**src/rtl/soc_timer_irq_unit.sv**
```systemverilog
// Memory-mapped compare timer: prescaled up-counter, compare register, match flag and
// level interrupt, attached to the core data bus through a req/gnt/rvalid slave port.
module soc_timer_irq_unit #(
  parameter int unsigned CNT_WIDTH   = 32,
  parameter int unsigned PRESC_WIDTH = 16
) (
  input  logic        clk,
  input  logic        rst,
  input  logic        req,
  input  logic        we,
  input  logic [3:0]  be,
  input  logic [4:0]  addr,
  input  logic [31:0] wdata,
  output logic        gnt,
  output logic        rvalid,
  output logic [31:0] rdata,
  output logic        err,
  output logic        irq
);

  localparam logic [2:0] RegCr    = 3'd0;
  localparam logic [2:0] RegSr    = 3'd1;
  localparam logic [2:0] RegCnt   = 3'd2;
  localparam logic [2:0] RegCmp   = 3'd3;
  localparam logic [2:0] RegPresc = 3'd4;

  logic                   r_en;
  logic                   r_ie;
  logic                   r_oneshot;
  logic                   r_match;
  logic [CNT_WIDTH-1:0]   r_cnt;
  logic [CNT_WIDTH-1:0]   r_cmp;
  logic [PRESC_WIDTH-1:0] r_presc;
  logic [PRESC_WIDTH-1:0] r_psc;
  logic                   r_rvalid;
  logic [31:0]            r_rdata;
  logic                   r_err;
  logic                   r_irq;

  logic [2:0]             w_idx;
  logic                   w_mapped;
  logic                   w_wr;
  logic                   w_wr_cr;
  logic                   w_wr_cnt;
  logic                   w_wr_cmp;
  logic                   w_wr_presc;
  logic                   w_sr_clr;
  logic                   w_clr;
  logic [31:0]            w_be_mask;
  logic [31:0]            w_cnt_ext;
  logic [31:0]            w_cmp_ext;
  logic [31:0]            w_presc_ext;
  logic [31:0]            w_cnt_merge;
  logic [31:0]            w_cmp_merge;
  logic [31:0]            w_presc_merge;
  logic                   w_tick;
  logic                   w_hit;
  logic [31:0]            w_rd_data;

  logic                   w_en_nxt;
  logic                   w_ie_nxt;
  logic                   w_oneshot_nxt;
  logic                   w_match_nxt;
  logic [CNT_WIDTH-1:0]   w_cnt_nxt;
  logic [CNT_WIDTH-1:0]   w_cmp_nxt;
  logic [PRESC_WIDTH-1:0] w_presc_nxt;
  logic [PRESC_WIDTH-1:0] w_psc_nxt;

  // Every request is accepted in the cycle it is presented.
  assign gnt    = req;
  assign rvalid = r_rvalid;
  assign rdata  = r_rdata;
  assign err    = r_err;
  assign irq    = r_irq;

  assign w_idx    = addr[4:2];
  assign w_mapped = (w_idx <= RegPresc);
  assign w_wr     = req & we;

  // All CR/SR control bits live in byte 0, so be[0] gates those registers entirely.
  assign w_wr_cr    = w_wr & (w_idx == RegCr) & be[0];
  assign w_sr_clr   = w_wr & (w_idx == RegSr) & be[0] & wdata[0];
  assign w_wr_cnt   = w_wr & (w_idx == RegCnt);
  assign w_wr_cmp   = w_wr & (w_idx == RegCmp);
  assign w_wr_presc = w_wr & (w_idx == RegPresc);
  assign w_clr      = w_wr_cr & wdata[3];

  always_comb begin
    for (int i = 0; i < 4; i++) begin
      w_be_mask[8*i +: 8] = {8{be[i]}};
    end
  end

  always_comb begin
    w_cnt_ext                     = '0;
    w_cmp_ext                     = '0;
    w_presc_ext                   = '0;
    w_cnt_ext[CNT_WIDTH-1:0]      = r_cnt;
    w_cmp_ext[CNT_WIDTH-1:0]      = r_cmp;
    w_presc_ext[PRESC_WIDTH-1:0]  = r_presc;
  end

  assign w_cnt_merge   = (w_cnt_ext & ~w_be_mask) | (wdata & w_be_mask);
  assign w_cmp_merge   = (w_cmp_ext & ~w_be_mask) | (wdata & w_be_mask);
  assign w_presc_merge = (w_presc_ext & ~w_be_mask) | (wdata & w_be_mask);

  assign w_tick = r_en & (r_psc == r_presc);
  assign w_hit  = w_tick & (r_cnt == r_cmp);

  always_comb begin
    w_psc_nxt = r_psc;
    if (w_clr) begin
      w_psc_nxt = '0;
    end else if (r_en) begin
      w_psc_nxt = w_tick ? '0 : r_psc + PRESC_WIDTH'(1);
    end
  end

  // Priority for CNT: CLR, then software write, then the tick update.
  always_comb begin
    w_cnt_nxt = r_cnt;
    if (w_clr) begin
      w_cnt_nxt = '0;
    end else if (w_wr_cnt) begin
      w_cnt_nxt = w_cnt_merge[CNT_WIDTH-1:0];
    end else if (w_tick) begin
      w_cnt_nxt = w_hit ? '0 : r_cnt + CNT_WIDTH'(1);
    end
  end

  always_comb begin
    w_en_nxt      = r_en;
    w_ie_nxt      = r_ie;
    w_oneshot_nxt = r_oneshot;
    if (w_wr_cr) begin
      w_en_nxt      = wdata[0];
      w_ie_nxt      = wdata[1];
      w_oneshot_nxt = wdata[2];
    end else if (w_hit && r_oneshot) begin
      w_en_nxt = 1'b0;
    end
  end

  // A hardware match in the same cycle as a W1C keeps the flag set.
  always_comb begin
    w_match_nxt = r_match;
    if (w_hit) begin
      w_match_nxt = 1'b1;
    end else if (w_sr_clr) begin
      w_match_nxt = 1'b0;
    end
  end

  assign w_cmp_nxt   = w_wr_cmp ? w_cmp_merge[CNT_WIDTH-1:0] : r_cmp;
  assign w_presc_nxt = w_wr_presc ? w_presc_merge[PRESC_WIDTH-1:0] : r_presc;

  always_comb begin
    w_rd_data = '0;
    case (w_idx)
      RegCr:    w_rd_data = {29'd0, r_oneshot, r_ie, r_en};
      RegSr:    w_rd_data = {31'd0, r_match};
      RegCnt:   w_rd_data = w_cnt_ext;
      RegCmp:   w_rd_data = w_cmp_ext;
      RegPresc: w_rd_data = w_presc_ext;
      default:  w_rd_data = '0;
    endcase
  end

  always_ff @(posedge clk) begin
    if (rst) begin
      r_en      <= 1'b0;
      r_ie      <= 1'b0;
      r_oneshot <= 1'b0;
      r_match   <= 1'b0;
      r_cnt     <= '0;
      r_cmp     <= '0;
      r_presc   <= '0;
      r_psc     <= '0;
      r_rvalid  <= 1'b0;
      r_rdata   <= '0;
      r_err     <= 1'b0;
      r_irq     <= 1'b0;
    end else begin
      r_en      <= w_en_nxt;
      r_ie      <= w_ie_nxt;
      r_oneshot <= w_oneshot_nxt;
      r_match   <= w_match_nxt;
      r_cnt     <= w_cnt_nxt;
      r_cmp     <= w_cmp_nxt;
      r_presc   <= w_presc_nxt;
      r_psc     <= w_psc_nxt;
      r_rvalid  <= req;
      r_rdata   <= (req && !we) ? w_rd_data : 32'd0;
      r_err     <= req & ~w_mapped;
      r_irq     <= r_match & r_ie;
    end
  end

endmodule

```
**config.mk**
```make
export PLATFORM = sky130hd
export DESIGN_NAME = soc_timer_irq_unit
export DESIGN_NICKNAME = d
export VERILOG_FILES = /design/src/rtl/soc_timer_irq_unit.sv
export SDC_FILE = /design/constraint.sdc
export NUM_CORES = 1
export LEC_CHECK = 0
export ABC_AREA = 0
export CAP_MARGIN = 20
export CORE_MARGIN = 4
export CORE_UTILIZATION = 40
export DETAILED_ROUTE_END_ITERATION = 8
export PLACE_DENSITY = 0.58
export RECOVER_POWER = 100
export SLEW_MARGIN = 30
export SYNTH_ARGS = -nofsm -noshare
export SYNTH_HDL_FRONTEND = slang
export SYNTH_SLANG_ARGS = --single-unit
```
**constraint.sdc**
```tcl
create_clock -name clk -period 2.45 [get_ports clk]
set_clock_uncertainty 0.1 [all_clocks]
set_input_delay 0.49 -clock clk [delete_from_list [all_inputs] [get_ports clk]]
set_output_delay 0.49 -clock clk [all_outputs]
set_load 0.01 [all_outputs]
```
==> impl_metrics.json <==
{
  "postSynth.asyncResetShare": 0,
  "worstSkewPairLatency_ns": 0.43,
  "die_h_um": 140.7,
  "placed_cell_area_mm2": 0.008522,
  "hold_path.class": "input pin to flip-flop",
  "syn_inst": 854,
  "grt_pass1_wl_um": 34110,
  "io-pin-count": 81,
  "peakVddDrop_mv": 0.4711,
  "synthesis.area_mm2": 0.007046,
  "crit_start": "addr[3]",
  "core_mm2": 0.01730,
  "path_clk_slew_ns": 0.06,
  "slowest_delay_ns": 0.55,
  "numCtsBuffers": 17,
  "critPathArrivalTime_ns": 2.55,
  "maxSlewHeadroom": 0.4670,
  "yosysSeqAreaShare": 0.3836,
  "cp_slowest_cell": "dlygate4sd3_1",
  "grt-ovfl-total": 0,
  "syn_nets": 901,
  "preCtsSetupSlack_ns": -0.1745,
  "rows": 48,
  "cts-htree-levels": 4,
  "outcome": "complete, no violations",
  "place_congestion": 0.8943,
  "diodes": 0,
  "tns_ns": 0,
  "wl_met2_um": 9642,
  "worstSetupPathType": "input pin to flip-flop",
  "synth-edff-count": 0,
  "fin_cells": 1204,
  "drt_iter0_markers": 688,
  "fmax_mhz": 426.9,
  "ant_nets": 0,
  "initial_utilization": 0.4073,
  "cap_violations": 0,
  "numClockSinks": 135,
  "path_cells": "dlygate4sd3_1 -> nor2b_2 -> buf_4 -> and2_0 -> nand2_1 -> buf_12 -> nor2_1 -> a2bb2oi_1 -> o22ai_1",
  "ys_seq_elements": 135,
  "cts-root-buf": "clkbuf_16",
  "viasPerCell": 5.525,
  "wire_per_inst_um": 18.03,
  "cts_buffer_depth": 2,
  "fin_nets": 1013,
  "maxSlewViolCount": 0,
  "drive_above_1_share": 0.1379,
  "die_x_um": 140.7,
  "avgSynthCellArea_um2": 8.250,
  "postCtsHoldBufs": 0,
  "fillers": 1719,
  "reg2reg_from": "r_psc[7]",
  "dpl.hpwl_um": 15830,
  "cts_tree": "yes",
  "p_leak_nw": 3.450,
  "grtUsageTotal": 0.2185,
  "worst_slack_ns": 0.1077,
  "start_kind": "input pin",
  "hold_viol_final": 0,
  "vias": 6652,
  "yosys_warnings": 0,
  "fin_area_mm2": 0.009101,
  "reg2reg_depth": 5,
  "grt_max_degree": 40,
  "routedLengthMet1_um": 10210,
  "first_global_vias": 6087,
  "worst-slew-pin-transition_ns": 0.7995,
  "fin_crit_ns": 2.342,
  "crit_family": "buffers and inverters",
  "synth_ff_type": "dfxtp_1",
  "rsz0062_at_grt": "no",
  "cp_max_fo": 11,
  "met3WireLength_um": 1479,
  "first_pass_iters": 5,
  "syn_to_final_growth_pct": 29.18,
  "r2r_slack_ns": 0.12,
  "cp-end-kind": "flip-flop",
  "power_density_mw_per_mm2": 597.5,
  "post-place-cells": 1172,
  "setup_viol": 0,
  "synth_cell_type_count": 70,
  "critPathRequiredTime_ns": 2.66,
  "worst-path-stages": 9,
  "critPathBufInv": 3,
  "finalCritPeriodShare": 0.9561,
  "top_layer_used": "met4",
  "antenna_found_initial": 0,
  "wirelength_um": 21710,
  "dieArea_mm2": 0.01980,
  "drc_errors": 0,
  "port_buffers": 78
}
==> report_power, final <==
part	internal [mW]	total, mW	switching [mW]
sequential	2.21	2.24	0.0207
clock	1.78	2.78	0.997
combinational	0.191	0.427	0.236
==> cells in the mapped netlist, types with 7 or more instances <==
library cell | number | share of area
nor3_1 | 9 | 0.0064
xor2_1 | 26 | 0.032
buf_2 | 23 | 0.016
dfxtp_1 | 135 | 0.38
nand2_1 | 72 | 0.038
a22oi_1 | 21 | 0.022
mux2i_1 | 37 | 0.053
nand3_1 | 78 | 0.055
xnor2_1 | 46 | 0.057
nand4_1 | 20 | 0.018
and4_1 | 7 | 0.0087
o31ai_1 | 7 | 0.0075
o21ai_0 | 37 | 0.026
inv_1 | 9 | 0.0048
clkbuf_1 | 35 | 0.019
a21oi_1 | 74 | 0.053
nor2_1 | 105 | 0.056
and3_1 | 16 | 0.014
o211ai_1 | 10 | 0.011
==> metal layers <==
| metal | track usage | vias up |
|---|---|---|
| met5 | 0 | - |
| li1 | - | 3239 |
| met1 | 0.3120 | 3137 |
| met2 | 0.3304 | 248 |
| met3 | 0.05020 | 28 |
| met4 | 0.06272 | 0 |
==> area by class of cell <==
type,count,area (um2),share of cell area
inverters,9,33.78,0.003712
repair buffers,162,1473,0.1618
well taps,225,281.5,0.03093
flip-flops and latches,135,2703,0.2969
multi-input cells,641,3970,0.4362
clock inverters,12,173.9,0.01911
clock buffers,20,466.7,0.05128
==> what timing repair did <==
action / 4_1_cts / 5_1_grt
setup buffers: 0 / 0
gates resized for setup: 0 / 1
endpoints found under the setup margin: 0 / 1
==> placed cells by master (no fill, tap or decap), types with 4 or more instances in the layout <==
| cell | Yosys | final |
|---|---|---|
| a211oi_1 | 4 | 4 |
| a21oi_1 | 74 | 73 |
| a22oi_1 | 21 | 21 |
| a31oi_1 | 5 | 5 |
| and3_1 | 16 | 16 |
| and4_1 | 7 | 7 |
| buf_12 | 0 | 9 |
| buf_4 | 3 | 63 |
| bufinv_16 | 0 | 4 |
| clkbuf_1 | 35 | 11 |
| clkbuf_16 | 0 | 17 |
| clkdlybuf4s50_1 | 0 | 39 |
| clkinvlp_4 | 0 | 4 |
| dfxtp_1 | 135 | 135 |
| dlygate4sd3_1 | 0 | 37 |
| inv_1 | 9 | 9 |
| mux2i_1 | 37 | 37 |
| nand2_1 | 72 | 72 |
| nand3_1 | 78 | 78 |
| nand4_1 | 20 | 21 |
| nor2_1 | 105 | 105 |
| nor3_1 | 9 | 9 |
| o211ai_1 | 10 | 10 |
| o21ai_0 | 37 | 38 |
| o31ai_1 | 7 | 7 |
| xnor2_1 | 46 | 45 |
| xor2_1 | 26 | 26 |
==> through the flow <==
| step | power (mW) | util | hold slack [ns] |
|---|---|---|---|
| 6_report | 5.438 | 0.5262 | 0.2953 |
| 3_5_place_dp | 2.714 | 0.4927 | 0.3531 |
| 3_3_place_gp | 2.714 | 0.4927 | 0.3481 |
| 5_1_grt | 5.622 | 0.5262 | 0.3157 |
| 4_1_cts | 5.489 | 0.5297 | 0.2733 |
| 2_1_floorplan | 2.491 | - | 0.3167 |
==> cells by family after synthesis <==
kind of cell    share of synthesized area
compound gates                     0.1778
flops                              0.3836
mux                               0.05417
buf+inv                           0.05061
xor+xnor                          0.08951
fa+ha+maj                        0.003551
simple gates                       0.2408
==> how the worst min path moves through the flow <==
stage,startpoint,to,cells after the start
after floorplan,r_match,irq,2
after global placement,r_ie,irq,2
after detailed placement,r_ie,irq,2
after CTS,rst,r_ie,2
after global routing,rst,flip-flop,2
final,rst,r_ie,2
No activity file was read; power rests on OpenSTA's default activity.
